**config.mk**
```make
export PLATFORM = sky130hd
export DESIGN_NAME = div_unit
export DESIGN_NICKNAME = d
export VERILOG_FILES = /design/src/rtl/div_unit.sv
export SDC_FILE = /design/constraint.sdc
export NUM_CORES = 1
export LEC_CHECK = 0
export CAP_MARGIN = 10
export CORE_MARGIN = 8
export CORE_UTILIZATION = 59
export DETAILED_ROUTE_END_ITERATION = 16
export PLACE_DENSITY_LB_ADDON = 0.15
export REMOVE_ABC_BUFFERS = 1
export SYNTH_ARGS = -nofsm -noshare
export SYNTH_HDL_FRONTEND = slang
export SYNTH_SLANG_ARGS = --single-unit
```
**constraint.sdc**
```tcl
create_clock -name clk -period 7.1 [get_ports clk]
set_input_delay 1.42 -clock clk [delete_from_list [all_inputs] [get_ports clk]]
set_output_delay 1.42 -clock clk [all_outputs]
set_load 0.01 [all_outputs]
```
**src/rtl/div_unit.sv**
```systemverilog
// Iterative restoring divider for RV32M DIV/DIVU/REM/REMU.
// One quotient bit per cycle; fixed latency regardless of operands.
module div_unit #(
    parameter int WIDTH = 32
) (
    input  logic             clk,
    input  logic             rst,
    input  logic             start,
    input  logic [1:0]       DivSel,
    input  logic [WIDTH-1:0] DivA,
    input  logic [WIDTH-1:0] DivB,
    output logic             busy,
    output logic             done,
    output logic [WIDTH-1:0] DivOut
);

    localparam int CNT_W = $clog2(WIDTH + 1);
    localparam logic [WIDTH-1:0] MIN_NEG = {1'b1, {(WIDTH-1){1'b0}}};

    typedef enum logic [1:0] {
        S_IDLE,
        S_CALC,
        S_FIX,
        S_DONE
    } state_t;

    state_t           r_state;
    logic             r_busy;
    logic             r_done;
    logic [WIDTH-1:0] r_out;
    logic             r_rem_op;
    logic             r_qsign;
    logic             r_rsign;
    logic             r_dz;
    logic             r_ovf;
    logic [WIDTH-1:0] r_dvd;
    logic [WIDTH-1:0] r_dvs;
    logic [WIDTH-1:0] r_rem;
    logic [WIDTH-1:0] r_a_raw;
    logic [CNT_W-1:0] r_cnt;

    logic             w_signed;
    logic             w_a_neg;
    logic             w_b_neg;
    logic [WIDTH-1:0] w_a_abs;
    logic [WIDTH-1:0] w_b_abs;
    logic             w_dz;
    logic             w_ovf;
    logic [WIDTH:0]   w_rem_sh;
    logic             w_ge;
    logic [WIDTH-1:0] w_sub;
    logic [WIDTH-1:0] w_result;

    function automatic logic [WIDTH-1:0] cond_neg(input logic [WIDTH-1:0] v, input logic neg);
        return neg ? -v : v;
    endfunction

    assign w_signed = ~DivSel[0];
    assign w_a_neg  = w_signed & DivA[WIDTH-1];
    assign w_b_neg  = w_signed & DivB[WIDTH-1];
    assign w_a_abs  = cond_neg(DivA, w_a_neg);
    assign w_b_abs  = cond_neg(DivB, w_b_neg);
    assign w_dz     = (DivB == '0);
    assign w_ovf    = w_signed & (DivA == MIN_NEG) & (DivB == '1);

    // The partial remainder is always below the divisor, so the low WIDTH bits
    // of the difference are exact whenever the subtraction is taken.
    assign w_rem_sh = {r_rem, r_dvd[WIDTH-1]};
    assign w_ge     = (w_rem_sh >= {1'b0, r_dvs});
    assign w_sub    = w_rem_sh[WIDTH-1:0] - r_dvs;

    always_comb begin
        w_result = '0;
        if (r_dz) begin
            w_result = r_rem_op ? r_a_raw : '1;
        end else if (r_ovf) begin
            w_result = r_rem_op ? '0 : MIN_NEG;
        end else if (r_rem_op) begin
            w_result = cond_neg(r_rem, r_rsign);
        end else begin
            w_result = cond_neg(r_dvd, r_qsign);
        end
    end

    always_ff @(posedge clk or posedge rst) begin
        if (rst) begin
            r_state  <= S_IDLE;
            r_busy   <= 1'b0;
            r_done   <= 1'b0;
            r_out    <= '0;
            r_rem_op <= 1'b0;
            r_qsign  <= 1'b0;
            r_rsign  <= 1'b0;
            r_dz     <= 1'b0;
            r_ovf    <= 1'b0;
            r_dvd    <= '0;
            r_dvs    <= '0;
            r_rem    <= '0;
            r_a_raw  <= '0;
            r_cnt    <= '0;
        end else begin
            r_done <= 1'b0;
            case (r_state)
                S_IDLE, S_DONE: begin
                    if (start) begin
                        r_state  <= S_CALC;
                        r_busy   <= 1'b1;
                        r_rem_op <= DivSel[1];
                        r_qsign  <= w_a_neg ^ w_b_neg;
                        r_rsign  <= w_a_neg;
                        r_dz     <= w_dz;
                        r_ovf    <= w_ovf;
                        r_dvd    <= w_a_abs;
                        r_dvs    <= w_b_abs;
                        r_a_raw  <= DivA;
                        r_rem    <= '0;
                        r_cnt    <= CNT_W'(WIDTH);
                    end else begin
                        r_state <= S_IDLE;
                    end
                end
                S_CALC: begin
                    r_rem <= w_ge ? w_sub : w_rem_sh[WIDTH-1:0];
                    r_dvd <= {r_dvd[WIDTH-2:0], w_ge};
                    r_cnt <= r_cnt - CNT_W'(1);
                    if (r_cnt == CNT_W'(1)) begin
                        r_state <= S_FIX;
                    end
                end
                S_FIX: begin
                    r_out   <= w_result;
                    r_done  <= 1'b1;
                    r_busy  <= 1'b0;
                    r_state <= S_DONE;
                end
                default: begin
                    r_state <= S_IDLE;
                    r_busy  <= 1'b0;
                end
            endcase
        end
    end

    assign busy   = r_busy;
    assign done   = r_done;
    assign DivOut = r_out;

endmodule
```
# Yosys cells after proc, flatten, opt, wreduce, memory -nomap -nowiden

Cells that the tools add are included.

Register bits: 175
Output and inout bits: 34
Logic and storage cells: 65

Add/sub/neg operators: 6
$lt $le $gt $ge: 1
Equal/unequal tests: 8
Muxes and demuxes: 22
Bitwise operators: 6
Reduce and logical (&&, ||, !) cells: 8

Operators by type and width:

| cell                   | count |
|---|---|
| $mux W32               | 12 |
| $neg A32 Y32           | 4 |
| $pmux W32 S2           | 2 |
| $eq A32 B32 Y1 const B | 2 |
| $ge A33 B32 Y1         | 1 |
| $logic_not A32 Y1      | 1 |
| $sub A32 B32 Y32       | 1 |
| $pmux W6 S2            | 1 |
| $eq A6 B1 Y1 const B   | 1 |
| $mux W6                | 1 |
| $pmux W2 S3            | 1 |
| $reduce_and A2 Y1      | 3 |
| $sub A6 B1 Y6 const B  | 1 |
| $and A1 B1 Y1          | 4 |
| $eq A2 B2 Y1 const B   | 2 |
| $ne A2 B2 Y1 const B   | 2 |
| $reduce_bool A2 Y1     | 2 |
| $mux W1                | 3 |
| $eq A2 B1 Y1 const B   | 1 |
| $logic_not A2 Y1       | 1 |
| $mux W2                | 1 |
| $pmux W1 S2            | 1 |
| $reduce_or A2 Y1       | 1 |
| $not A1 Y1             | 1 |
| $xor A1 B1 Y1          | 1 |

# Longest topological paths before layout

Word-level depth: 5
Depth in mapped cells: 13

# Least setup slack after synthesis

Ideal clock, no wire load.

Kind: input-to-reg
Start point: in DivA[0]
End point: reg r_dvd[28]
Library setup time: 0.133 ns
Data arrival time: 3.139 ns
Data required time: 6.967 ns
Slack: 3.828 ns
Cell stages on the path: 10
Path buffers: 0
Cell sequence: inv_1 > ha_1 > nand2_1 > or4_1 > nor2_1 > and3_1 > nand3_1 > o31ai_1 > xor2_1 > a21oi_1

Cells in the longest elaborated chain, start to end: 4

RTL lines:

| item                 | line | text |
|---|---|---|
| from (decl)          | 10   | `input logic [WIDTH-1:0] DivA,` |
| $neg A32 Y32         | 55   | `return neg ? -v : v;` |
| $mux W32             | 55   |  |
| $mux W32             | 105  | `if (start) begin` |
| $pmux W32 S2         | 103  | `case (r_state)` |
| to (signal assigned) | 113  | `r_dvd <= w_a_abs;` |
| to (signal assigned) | 124  | `r_dvd <= {r_dvd[WIDTH-2:0], w_ge};` |
| to (decl)            | 36   | `logic [WIDTH-1:0] r_dvd;` |

Every way passes these cells. The select of a mux whose other input is x is not followed.
A chain may end at the register's enable or synchronous reset.

# Worst setup path in the final report

Start point: reg r_rem[6]
End point: reg r_rem[29]

Cells in the longest elaborated chain, start to end: 3

RTL lines:

| item                                                      | line   | text |
|---|---|---|
| from (decl)                                               | 38     | `logic [WIDTH-1:0] r_rem;` |
| from (signal assigned)                                    | 123    | `r_rem <= w_ge ? w_sub : w_rem_sh[WIDTH-1:0];` |
| $sub A32 B32 Y32 / $ge A33 B32 Y1 (equally long branches) | 70, 69 |  |
| $mux W32 *                                                | 123    |  |
| $pmux W32 S2 *                                            | 103    |  |

Mark *: on every way between the ends. The rest lies on a longest branch, timed or not.

==> flow_metrics.tcl <==
set metrics [dict create \
    antenna_cells 0 \
    leakage_nw 5.74 \
    holdCritPathClass "reg -> reg" \
    dieArea_um2 25400 \
    insertion_delay_ps 430 \
    fp.dieH_um 159 \
    track_usage_pct 26.3 \
    cp_cell_sequence "ha_1, and3_1, and3_4, and2_1, a21o_1, o41ai_2, o41a_1, o2111a_1, buf_4, nand2b_1, o21ai_1" \
    grt_pass1_wl_mm 55.0 \
    vias_per_cell 6.20 \
    slowest_delay_ps 820 \
    cts_max_level 4 \
    async_flop_share_pct 100 \
    post_cts_buffers 0 \
    startpoint "r_rem[6]$_DFFE_PP0P_" \
    finalNetCount 1584 \
    crit_slowest_cell "o2111a_1" \
    layout-drive-gt1-share_pct 6.81 \
    grt_pass1_vias 10600 \
    ff2ff_setup_slack_ps 2960 \
    ff2ff_path_depth 11 \
    slew_viol_final 0 \
    io_pins 103 \
    finalClockSkew_ps 8.79 \
    drt_drc_violations_left 0 \
    drt.antenna.violating_nets 0 \
    layout_common_cells "174 x dfrtp_1, 146 x nand2_1, 143 x o21ai_0" \
    total_power_mw 6.74 \
    end_kind "register" \
    cts_hold_buf 0 \
    syn_area_um2 12100 \
    synth_cells 1423 \
    cp.arrival_ps 4450 \
    rsz0062_at_grt "no" \
    core_region_area_um2 20200 \
    synth_cell_type_count 75 \
    worst_slew_pin_slew_ps 1280 \
    cap_violations 0 \
    grt_antenna_before_repair 0 \
    grt_max_degree 90 \
    dp.final_hpwl_mm 24.1 \
    clockRootBuffer "clkbuf_16" \
    status "finished, final reports clean" \
    seq_area_frac_synth_pct 36.1 \
    tns_ps 0 \
    ys_ff_latch 175 \
    start_util_pct 59.9 \
    relSlewSlack_pct 14.4 \
    gp_congestion 0.900 \
    r2r_start "r_rem[6]$_DFFE_PP0P_" \
    fin_util_pct 68.4 \
    cts_resized 0 \
    critical_path_class "reg -> reg" \
    port_buffers 102 \
    cp.required_ps 7400 \
    timing.rr.end "r_rem[29]$_DFFE_PP0P_" \
    synth_flop_cell "dfrtp_1" \
    wl_per_cell_um 18.9 \
    cts_num_sinks 175 \
    cts_buffer_depth 2 \
    cts_tree "done" \
    ys_warn_count 0 \
    synth_edf_count 0 \
    die_x_um 159 \
    vias 10900 \
    drt_iter0_markers 1111 \
    finalCriticalPeriod_ps 4140 \
    endpoint "r_rem[29]$_DFFE_PP0P_" \
    routed_wl_mm 33.2 \
    crit_path_max_fanout 20 \
    avgSynthCellArea_um2 8.52 \
    hold_viol_final 0 \
    dr.pass1.iters 7 \
    fmax_mhz 241 \
    setup_viol 0 \
    startpoint_type "register" \
    cellPowerDensity_nw_per_um2 487 \
    final_common_cell "dfrtp_1" \
    gr-total-overflow 0 \
    clkTransAtPathRegs_ps 70 \
    rows 52 \
    numCtsBuffers 17 \
    area.growth.synth_to_final_pct 14.2 \
    fin_crit_sh_pct 58.4 \
    worst_ir_drop_vdd_mv 0.290 \
]
-- final cells by class --
cell class,instances,area (um^2)
tap,270,338
multi-input combinational,1096,7160
clock inverter,11,134
inverter,67,256
timing repair buffer,116,1130
sequential,175,4380
clock buffer,19,453
fill,1710,6390
-- synthesized netlist by cell type, types with 11 or more instances --
master / number / area share, %
or4_1: 11 / 0.68
clkbuf_1: 68 / 2.1
o21ai_1: 27 / 1.1
nand4_1: 15 / 0.77
dfrtp_1: 175 / 36
xnor2_1: 62 / 4.5
o22ai_1: 26 / 1.3
nand2b_1: 20 / 1.0
nor3_1: 21 / 0.87
a31oi_1: 15 / 0.77
a32oi_1: 11 / 0.79
ha_1: 41 / 4.2
o211ai_1: 13 / 0.80
and3_1: 13 / 0.67
mux2i_1: 24 / 2.0
nor4_1: 15 / 0.77
nand3_1: 15 / 0.62
o41ai_1: 12 / 0.87
nand2_1: 147 / 4.6
inv_1: 67 / 2.1
nor2b_1: 13 / 0.67
o31ai_1: 25 / 1.5
or3_1: 12 / 0.62
xor2_1: 85 / 6.1
nor2_1: 85 / 2.6
o21ai_0: 143 / 5.9
a21oi_1: 114 / 4.7
mux2_2: 32 / 3.0
a21o_1: 17 / 1.1
-- state kept, by name, summed over array words and instances (netlist names) --
register / cells
r_dvd: 32
busy: 1
r_ovf: 1
r_rem_op: 1
done: 1
r_state: 2
r_rsign: 1
r_rem: 32
r_a_raw: 32
DivOut: 32
r_dz: 1
r_dvs: 32
r_cnt: 6
r_qsign: 1
-- through the flow --
step	std cells	setup WS (ps)	hold WS [ps]	cell area, um^2
floorplan	1338	935	441	11800
global placement	1724	3020	454	13300
detailed placement	1724	2980	469	13300
CTS	1754	2980	484	13800
global route	1754	2740	505	13800
finish	1754	2960	477	13800
-- logic make-up after synthesis --
logic type      share of synthesized area [%]
compound gates                           23.1
simple gates                             15.8
flops                                    36.1
buf+inv                                  4.95
xor+xnor                                 10.6
mux                                      4.95
fa+ha+maj                                4.40
-- worst min-delay path by stage --
stage	endpoint	slack [ps]	start	depth (start not counted)
floorplan	r_a_raw[22]$_DFFE_PP0P_	440	r_a_raw[22]$_DFFE_PP0P_	2
global placement	r_a_raw[22]$_DFFE_PP0P_	450	r_a_raw[22]$_DFFE_PP0P_	2
detailed placement	r_dvs[2]$_DFFE_PP0P_	470	r_dvs[2]$_DFFE_PP0P_	2
CTS	r_dvs[20]$_DFFE_PP0P_	480	r_dvs[20]$_DFFE_PP0P_	2
global route	DivOut[20]$_DFFE_PP0P_	500	DivOut[20]$_DFFE_PP0P_	1
finish	r_dvs[13]$_DFFE_PP0P_	480	r_dvs[13]$_DFFE_PP0P_	2
-- critical path, delay by kind of cell (launching register included) --
family	cells	cell delay, ps
AOI/OAI and AO/OA	5	1780
adders and majority gates	1	410
buffers and inverters	1	410
DFF	1	430
and+or+nand+nor	4	980
-- layer usage --
metal	routed length (um)	up-vias	part of all wire, %	track usage (%)
met5	0	-	0	0
met4	794	0	2.4	9.18
met3	2270	61	6.9	4.34
met2	15300	429	46	42.8
met1	14700	5156	44	35.0
li1	-	5222	-	-
-- power by group --
part | switching (mW) | leakage [nW] | total (mW) | internal, mW
clock | 0.411 | 0.275 | 0.949 | 0.538
combinational | 2.22 | 3.33 | 3.88 | 1.66
sequential | 0.452 | 2.14 | 1.92 | 1.46
total | 3.08 | 5.74 | 6.74 | 3.66
No activity file was read; power rests on OpenSTA's default activity.
